===== src/rtl/board_led_status_ctrl.sv =====
// board_led_status_ctrl: NUM_LEDS channels (off/on/blink/event-stretch) driven from one shared prescaler.
// Optional BOARD_LED_EXIT_DISPLAY_EN: latch the SoC exit status and show it on led_o[0].
module board_led_status_ctrl #(
    parameter int NUM_LEDS       = 4,
    parameter int CNT_WIDTH      = 27,
    parameter int STRETCH_CYCLES = 2**20,
    parameter int CH_W           = (NUM_LEDS > 1) ? $clog2(NUM_LEDS) : 1
) (
    input  logic                clk_gen,
    input  logic                rst_n,
    input  logic                cfg_valid_i,
    output logic                cfg_ready_o,
    input  logic [CH_W-1:0]     cfg_ch_i,
    input  logic [1:0]          cfg_mode_i,
    input  logic [4:0]          cfg_div_i,
    output logic                cfg_err_o,
    input  logic [NUM_LEDS-1:0] evt_i,
    input  logic                exit_valid_i,
    input  logic [31:0]         exit_value_i,
    output logic [NUM_LEDS-1:0] led_o
);
    localparam int SW = $clog2(STRETCH_CYCLES + 1);
    localparam logic [CH_W:0] NL = NUM_LEDS[CH_W:0];
    localparam logic [4:0] MAXD = 5'(CNT_WIDTH - 1);
    typedef enum logic [2:0] {S_OFF, S_ON, S_BLINK, S_EVT_IDLE, S_EVT_ACTIVE} state_t;
    logic [CNT_WIDTH-1:0] presc;
    logic [31:0]          rev;
    logic [NUM_LEDS-1:0]  led_nxt, led_fin;
    logic                 acc, in_range, wr_ok;
    assign acc      = cfg_valid_i && cfg_ready_o;
    assign in_range = {1'b0, cfg_ch_i} < NL;
    assign wr_ok    = acc && in_range;
    // rev[d] selects the blink tap for effective divider d
    always_comb begin
        rev = '0;
        for (int i = 0; i < CNT_WIDTH; i++) rev[i] = presc[CNT_WIDTH-1-i];
    end
    always_ff @(posedge clk_gen or negedge rst_n)
        if (!rst_n) begin
            presc       <= '0;
            cfg_ready_o <= 1'b0;
            cfg_err_o   <= 1'b0;
            led_o       <= '0;
        end else begin
            presc       <= presc + 1'b1;
            cfg_ready_o <= 1'b1;
            cfg_err_o   <= acc && !in_range;
            led_o       <= led_fin;
        end
    for (genvar c = 0; c < NUM_LEDS; c++) begin : g_ch
        state_t        st;
        logic [4:0]    dv, eff;
        logic [SW-1:0] sc;
        logic          hit, ev_mode;
        assign hit     = wr_ok && cfg_ch_i == CH_W'(c);
        assign ev_mode = st == S_EVT_IDLE || st == S_EVT_ACTIVE;
        assign eff     = (dv > MAXD) ? MAXD : dv;
        assign led_nxt[c] = st == S_ON || (st == S_BLINK && rev[eff]) || st == S_EVT_ACTIVE;
        // a write on the same edge as an event wins and drops the event
        always_ff @(posedge clk_gen or negedge rst_n)
            if (!rst_n) begin
                st <= (c == 0) ? S_BLINK : S_OFF;
                dv <= '0;
                sc <= '0;
            end else if (hit) begin
                st <= state_t'({1'b0, cfg_mode_i});
                dv <= cfg_div_i;
                sc <= '0;
            end else if (ev_mode && evt_i[c]) begin
                st <= S_EVT_ACTIVE;
                sc <= SW'(STRETCH_CYCLES);
            end else if (sc != '0) begin
                st <= (sc == SW'(1)) ? S_EVT_IDLE : S_EVT_ACTIVE;
                sc <= sc - 1'b1;
            end
    end
`ifdef BOARD_LED_EXIT_DISPLAY_EN
    logic ex_set, ex_fail;
    always_ff @(posedge clk_gen or negedge rst_n)
        if (!rst_n) begin
            ex_set  <= 1'b0;
            ex_fail <= 1'b0;
        end else if (exit_valid_i && !ex_set) begin
            ex_set  <= 1'b1;
            ex_fail <= |exit_value_i;
        end
    always_comb begin
        led_fin = led_nxt;
        if (ex_set) led_fin[0] = ex_fail ? presc[CNT_WIDTH-4] : 1'b1;
    end
`else
    logic unused_exit;
    assign unused_exit = ^{exit_valid_i, exit_value_i};
    assign led_fin = led_nxt;
`endif
endmodule

===== config.mk =====
export PLATFORM = sky130hd
export DESIGN_NAME = board_led_status_ctrl
export DESIGN_NICKNAME = d
export VERILOG_FILES = /design/src/rtl/board_led_status_ctrl.sv
export SDC_FILE = /design/constraint.sdc
export NUM_CORES = 1
export LEC_CHECK = 0
export BUFFER_PORTS_ARGS = -buffer_cell sky130_fd_sc_hd__buf_2
export CORE_MARGIN = 5
export CORE_UTILIZATION = 26
export CTS_CLUSTER_SIZE = 10
export DETAILED_ROUTE_END_ITERATION = 7
export MAX_ROUTING_LAYER = met4
export PLACE_DENSITY = 0.54
export SLEW_MARGIN = 30
export SYNTH_ARGS = -nofsm -noshare
export SYNTH_HDL_FRONTEND = slang
export SYNTH_SLANG_ARGS = --single-unit

===== constraint.sdc =====
create_clock -name clk_gen -period 2.6 [get_ports clk_gen]
set_input_delay 0.65 -clock clk_gen [delete_from_list [all_inputs] [get_ports clk_gen]]
set_output_delay 0.65 -clock clk_gen [all_outputs]
set_load 0.03 [all_outputs]

Word level (Yosys, flattened, before mapping). Index checks and enable logic that the tools add are counted.

Output and inout port bits: 6. Bits in registers: 148. Bits of input ports: 49.

Muxes and demuxes: 40. Equality and inequality tests: 23. Add/sub/neg operators: 5. Reduce and logical (&&, ||, !) cells: 34. $lt $le $gt $ge: 8.

Operators by type and width (count): $mux 21 (12); $eq 21x1->1 const B (4); $reduce_bool 21->1 (4); $sub 21x1->21 const B (4); $mux 3 (16); $add 27x1->27 const B (1); $eq 3x2->1 const B (8); $lt 5x6->1 const B (4); $bmux 1 s5 (4); $gt 5x5->1 const B (4); $mux 5 (4); $logic_and 1x1->1 (13); $eq 3x1->1 const B (4); $eq 3x3->1 const B (4); $logic_or 1x1->1 (12); $reduce_bool 3->1 (4); $eq 2x2->1 const B (2); $mux 1 (4); $eq 2x1->1 const B (1); $logic_not 2->1 (1).

Logic depth before layout (Yosys ltp). Gate-level depths: netlist of the first run.

Depth in word-level cells: 7. Depth in mapped cells: 8. Gate-level depth less buffers: 7.

Worst setup path before layout of the first run. No wires, ideal clock.

Path type: register -> register. Start: reg g_ch[1].sc[10]. End: reg g_ch[1].st[2]. Setup time: 125 ps. Data required time: 2475 ps. Slack: 51 ps. Clock period less this slack: 2549 ps. Cell stages (with the launch flop): 8. Path buffers: 2. Arrival: 2424 ps. Path through: dfrtp_1 > or4_1 > buf_2 > or4_1 > or2_0 > buf_2 > or2_4 > mux2_4.

Word-level cells in the longest chain between the ends: 5. Elaborated cells on any way between the ends: 7.

Ends and longest elaborated chain: from (decl) (line 53) `logic [SW-1:0] sc;`; from (signal assigned) (line 71) `sc <= SW'(STRETCH_CYCLES);`; from (signal assigned) (line 74) `sc <= sc - 1'b1;`; $eq 21x1->1 (line 73) `st <= (sc == SW'(1)) ? S_EVT_IDLE : S_EVT_ACTIVE;`; $mux 3 (line 73); $mux 3 (line 72) `end else if (sc != '0) begin`; $mux 3 (line 69) `end else if (ev_mode && evt_i[c]) begin`; $mux 3 (line 65) `end else if (hit) begin`; to (signal assigned) (line 62) `st <= (c == 0) ? S_BLINK : S_OFF;`; to (signal assigned) (line 66) `st <= state_t'({1'b0, cfg_mode_i});`; to (signal assigned) (line 73); to (decl) (line 51) `state_t st;`.

Several ways; a longest one is shown, not always the timed one. The select of a mux whose other input is x is not followed. A chain may end at the register's enable or synchronous reset.

Worst setup path in the final report of the first run.
Start: reg g_ch[1].sc[1]. End: reg g_ch[1].st[2].

The elaborated chain is that of the path after synthesis.

==> results_dict.tcl, run 1 <==
set metrics [dict create \
    numPortBuffers 20 \
    num_vias 7169 \
    synthArstFlopShare_pct 100 \
    power_leakage_nw 4.22 \
    final_core_util_pct 30.7 \
    synthesis.nets 993 \
    slew_violations 0 \
    numCtsBuffers 17 \
    cts_hold_repair.buffers 0 \
    hold_viol 0 \
    power.density_mw_per_mm2 1060 \
    path_clk_slew_ns 0.07 \
    drt_first_pass_iters 4 \
    critPathTopFamily "simple AND/OR/NAND/NOR gates" \
    grt_pass1_vias 6898 \
    io_pins 55 \
    critPathCaptureType "flop" \
    cp_cell_sequence "inv_1, ha_1, or3b_2, or4_1, or2_0, or2_4, mux2_4" \
    setup_violations 0 \
    yosysTopAreaCell "dfrtp_1" \
    hold_path_class "in -> async" \
    avgSynthCellArea_sq_um 9.23 \
    r2r_cells 7 \
    drv_cap 0 \
    cts_root_buf "clkbuf_16" \
    final.setup.tns_ns 0 \
    syn_inst 931 \
    die_h_um 192 \
    drive_gt1_share_pct 12.3 \
    tightestPinTransition_ns 0.698 \
    grt_use_total_pct 12.6 \
    fp-row-count 66 \
    synth-seq-area-share_pct 43.1 \
    required_ns 2.92 \
    dieWidth_um 192 \
    drt_iter0_markers 489 \
    antenna_found_initial 1 \
    start_util_pct 26.3 \
    irDropWorstVdd_v 0.000389 \
    core_region_area_sq_mm 0.0326 \
    place_area_sq_mm 0.00940 \
    yosysTopAreaCellShare_pct 42.8 \
    critPathSlowestCell "or3b_2" \
    cts_resized 0 \
    clock_latency_ns 0.44 \
    drc 0 \
    fmax_ghz 0.411 \
    start_kind "flop" \
    crit_type "reg -> reg" \
    routabilityCongestion 0.889 \
    cts_tree "yes" \
    rsz0062_at_grt "false" \
    cts_max_path_buffers 2 \
    period_minus_slack_ns 2.43 \
    synth_area_leaders "dfrtp_1 (43%), nor2_1 (4.3%), xor2_1 (4.2%)" \
    grt_max_degree 45 \
    setup_ws_ns 0.169 \
    critPathMaxStageDelay_ns 0.45 \
    post-place-ws_ns 0.193 \
    cp.buffers_inverters 1 \
    clock-sinks 148 \
    die_area_sq_mm 0.0368 \
    htree_levels 4 \
    mostFrequentLayoutCells "dfrtp_1 (147), nor2_1 (99), nand2_1 (77)" \
    synth.distinct_cells 67 \
    ys_warn_count 0 \
    synth_edf_count 0 \
    fin_crit_sh_pct 93.5 \
    fin_skew_ns 0.0139 \
    netlist_area_sq_mm 0.00859 \
    critPathArrivalTime_ns 2.75 \
    grt_pass1_wl_um 36500 \
    synth_ff_type "dfrtp_1" \
    fin_nets 1025 \
    cp.depth 7 \
    grt-ovfl-total 0 \
    post_cts_buffers 0 \
    final_cell_area_sq_mm 0.0100 \
    ant_nets 0 \
    slew_headroom_pct 53.3 \
    crit_fanout 3 \
    ys_ff_latch 148 \
    avgRoutedWirePerCell_um 15.7 \
    syn_to_final_growth_pct 16.6 \
    wl_um 22300 \
    final_common_cell "dfrtp_1" \
    via_per_inst 5.06 \
    status "finished clean" \
    hpwl_um 14900 \
]
-- layer usage --
metal / vias to the layer above / wire (um) / GRT usage (%)
met4: 0 / 380 / 3.54
met5: - / 0 / -
met2: 123 / 10500 / 19.6
met3: 21 / 819 / 2.60
li1: 3483 / - / -
met1: 3542 / 10500 / 16.9
-- cell usage after synthesis, drive strengths merged, types with 10 or more instances --
cell	n
dfrtp	147
nor2	99
nand2	77
clkbuf	42
xor2	41
o21ai	40
a21oi	36
xnor2	33
nor3	28
inv	27
nand4	27
or4	27
or3	26
nand3	22
o211ai	22
nor4	18
a211oi	17
nor2b	15
ha	13
o31ai	13
a31oi	11
and3	11
mux2	10
-- kinds of logic (layout without fill, tap and decap cells) --
family	Yosys count	after routing	synth area share, %
multiplexers	27	27	4.50
buffers and inverters	76	120	3.39
AO/OA/AOI/OAI	190	190	14.9
adder cells (fa/ha/maj)	13	13	1.89
XOR/XNOR	74	74	7.54
flip-flops	148	148	43.1
other	2	3	0.0874
AND/OR/NAND/NOR	401	401	24.5
-- metrics by stage --
step	hold slack [ns]	std cells	total power [mW]
3_5_place_dp	0.470	1386	8.03
3_3_place_gp	0.465	1386	7.97
6_report	0.131	1418	10.7
5_1_grt	0.147	1418	11.5
4_1_cts	0.139	1417	10.8
2_1_floorplan	0.354	931	6.82
-- report_power, final --
group	total [mW]	leakage, nW	switching (mW)	internal (mW)
Clock	2.65	0.302	1.11	1.54
Combinational	4.38	2.00	2.51	1.86
Sequential	3.64	1.92	0.721	2.92
Total	10.7	4.22	4.34	6.33
-- cell type report --
class	count	area, sq um
antenna	1	2.50
clock buffer	17	425
clock inverter	14	191
fill	3398	22600
inverter	27	101
multi-input combinational	707	4590
sequential	148	3700
tap	442	553
timing repair buffer	62	447
-- path summary, 6_finish.rpt --
path | startpoint | endpoint | slack [ns]
min | rst_n | g_ch[1].sc[0]$_DFFE_PN0P_ | 0.13
max | g_ch[1].sc[1]$_DFFE_PN0P_ | g_ch[1].st[2]$_DFFE_PN0P_ | 0.17
min reg2reg | g_ch[1].dv[0]$_DFFE_PN0P_ | g_ch[1].dv[0]$_DFFE_PN0P_ | 0.48
max in group asynchronous | rst_n | presc[5]$_DFF_PN0_ | 1.79
max reg2reg | g_ch[1].sc[1]$_DFFE_PN0P_ | g_ch[1].st[2]$_DFFE_PN0P_ | 0.17
min in group clk_gen | g_ch[1].dv[0]$_DFFE_PN0P_ | g_ch[1].dv[0]$_DFFE_PN0P_ | 0.48
-- flip-flops by register name, indices dropped and copies added, names as in the netlist --
signal       count
cfg_ready_o      1
g_ch.dv         20
g_ch.sc         84
g_ch.st         12
led_o            4
presc           27
Power figures use the tool's default switching activity.
==> run 2, diff against run 1 <==
--- a/config.mk
+++ b/config.mk
@@ -11,7 +11,8 @@
 export CTS_CLUSTER_SIZE = 10
 export DETAILED_ROUTE_END_ITERATION = 7
 export MAX_ROUTING_LAYER = met4
-export PLACE_DENSITY = 0.54
+export PLACE_DENSITY = 0.53
+export RECOVER_POWER = 50
 export SLEW_MARGIN = 30
 export SYNTH_ARGS = -nofsm -noshare
 export SYNTH_HDL_FRONTEND = slang
==> constraint.sdc (replaced) <==
create_clock -name clk_gen -period 2.3 [get_ports clk_gen]
set_input_delay 0.46 -clock clk_gen [delete_from_list [all_inputs] [get_ports clk_gen]]
set_output_delay 0.46 -clock clk_gen [all_outputs]
set_load 0.03 [all_outputs]
==> run 2 against run 1 <==
  * The run now ends with setup timing left
  * Hold slack improved by 0.21 ns
  * Cell count is 2.5% higher
  * Combinational power increased by 25%
  * Register-to-register slack lost 0.20 ns
  * Die area unchanged
  * Clock-buffer cell count is 3 higher
  * Sequential cell count did not move
  * Clock skew is 0.0057 ns lower
  * First-iteration DRC count is 14% lower
  * Clock power rose by 5%
  * Fmax rose by 4.1%
  * Critical endpoint unchanged
  * Largest cell class unchanged
  * Largest power group unchanged
  * Highest routed layer unchanged
==> results_dict.tcl, run 2 (synthesized netlist as in run 1, its figures left out) <==
set metrics [dict create \
    num_antenna_cells 0 \
    total_power_mw 12.3 \
    numCtsBuffers 17 \
    failed_checks "setup timing" \
    period_minus_slack_ns 2.34 \
    final_common_cell "dfrtp_1" \
    tightestPinTransition_ns 0.828 \
    die_h_um 192 \
    holdPathEnd "g_ch[3].dv[4]$_DFFE_PN0P_" \
    fin_skew_ns 0.00819 \
    power_leakage_nw 4.38 \
    reg2reg_from "g_ch[1].sc[10]$_DFFE_PN0P_" \
    hold_viol 0 \
    slew_headroom_pct 44.8 \
    start_util_pct 26.3 \
    critPathSlowestCell "or4_4" \
    crit_fanout 2 \
    fin_nets 1061 \
    drv_cap 0 \
    fp-row-count 66 \
    hold_path_class "in -> reg" \
    die_area_sq_mm 0.0368 \
    r2r-end "g_ch[1].st[2]$_DFFE_PN0P_" \
    grt-ovfl-total 0 \
    via_per_inst 4.96 \
    power.density_mw_per_mm2 1200 \
    critPathArrivalTime_ns 2.65 \
    grt_pass1_vias 7236 \
    syn_to_final_growth_pct 19.7 \
    path_clk_slew_ns 0.06 \
    drt_iter0_markers 420 \
    drt_first_pass_iters 4 \
    multiInputGateArea_sq_mm 0.00464 \
    largestRegisters "g_ch.sc x84, presc x27, g_ch.dv x20" \
    grt_use_total_pct 13.0 \
    nFillCells 3376 \
    hold_path_depth 3 \
    crit_top_cell "or4_4" \
    mostFrequentLayoutCells "dfrtp_1 (147), nor2_1 (98), nand2_1 (77)" \
    core_region_area_sq_mm 0.0326 \
    cts_tree "yes" \
    required_ns 2.61 \
    setup_ws_ns -0.0355 \
    cp_cell_sequence "or4_4, or4_4, or2_1, or2_4, mux2_4" \
    largest_reg_flops 84 \
    status "finished with violations" \
    setup_violations 1 \
    fin_crit_sh_pct 102 \
    slew_violations 0 \
    r2r_cells 5 \
    drive_gt1_share_pct 16.4 \
    start_kind "flop" \
    crit_type "reg -> reg" \
    clock_latency_ns 0.42 \
    rsz0062_at_grt "true" \
    htree_levels 4 \
    largest_register "g_ch.sc" \
    cts_root_buf "clkbuf_16" \
    irDropWorstVdd_v 0.000538 \
    ff2ff_setup_slack_ns -0.04 \
    dieWidth_um 192 \
    io_pins 55 \
    clock-sinks 148 \
    ff_latch_area_sq_mm 0.00370 \
    critPathCaptureType "flop" \
    grt_max_degree 57 \
    routabilityCongestion 0.843 \
    grt_pass1_wl_um 37500 \
    hpwl_um 15400 \
    num_vias 7210 \
    wl_um 22300 \
    hp-start "cfg_div_i[4]" \
    cts_max_path_buffers 2 \
    critPathMaxStageDelay_ns 0.54 \
    post-place-ws_ns -0.0686 \
    ant_nets 0 \
    fmax_ghz 0.428 \
    antenna_found_initial 0 \
    avgRoutedWirePerCell_um 15.3 \
    numPortBuffers 20 \
    drc 0 \
]
## run 2: changes by cell type in the layout (fill, tap and decap cells not counted), moves of 3 or more
cell / before / now
clkbuf_2: 0 / 4
or4_4: 0 / 4
inv_8: 4 / 0
clkinv_2: 1 / 4
or4_1: 27 / 23
buf_4: 40 / 70
## run 2: worst max-delay path, delay by kind of cell, from the launching register on
kind	cells	cell delay [ns]
muxes	1	0.29
DFF	1	0.38
and+or+nand+nor	4	1.55
## run 2: metrics by stage
step	instances	area, sq um	util [%]	TNS, ns	hold WS (ns)
finish	1454	10300	31.5	-0.0355	0.346
CTS	1449	10300	31.4	-0.0483	0.324
detailed placement	1415	9640	29.6	-0.0934	0.363
global placement	1415	9640	29.6	-0.0680	0.358
global route	1454	10300	31.5	-0.897	0.322
floorplan	931	8590	-	-0.311	0.164
## run 2: worst max-delay path by stage
stage                               startpoint  depth (start not counted)                        end  slack [ns]
floorplan           g_ch[1].sc[10]$_DFFE_PN0P_                          7  g_ch[1].st[2]$_DFFE_PN0P_       -0.25
global placement    g_ch[1].sc[10]$_DFFE_PN0P_                          5  g_ch[1].st[2]$_DFFE_PN0P_       -0.07
detailed placement  g_ch[1].sc[10]$_DFFE_PN0P_                          5  g_ch[1].st[2]$_DFFE_PN0P_       -0.07
CTS                 g_ch[1].sc[10]$_DFFE_PN0P_                          5  g_ch[1].st[2]$_DFFE_PN0P_       -0.05
global route        g_ch[1].sc[10]$_DFFE_PN0P_                          5  g_ch[1].st[2]$_DFFE_PN0P_       -0.08
finish              g_ch[1].sc[10]$_DFFE_PN0P_                          5  g_ch[1].st[2]$_DFFE_PN0P_       -0.04
## run 2: where the power goes
group	switching (mW)	internal [mW]
combinational	2.98	2.49
clock	1.13	1.66
sequential	0.744	3.31
total	4.86	7.45
## run 2: cell type report
cell class	count	area share [%]
multi-input cells	707	45.1
well taps	442	5.38
clock buffers	20	4.44
inverters	27	0.985
flip-flops and latches	148	36.0
repair buffers	98	6.82
clock inverters	12	1.27
## run 2: timing repair
action,4_1_cts,5_1_grt
gates resized for setup,2,12
buffers inserted,1,5
hold buffers,1,0
hold endpoints to repair,25,0
endpoints found under the setup margin,2,9
pin swaps,0,1
## run 2: metal layers
metal | routed length, um | GRT usage, % | part of all wire (%)
met4 | 345 | 3.59 | 1.5
met1 | 10700 | 17.0 | 48
met3 | 732 | 2.34 | 3.3
met2 | 10500 | 20.7 | 47
met5 | 0 | - | 0
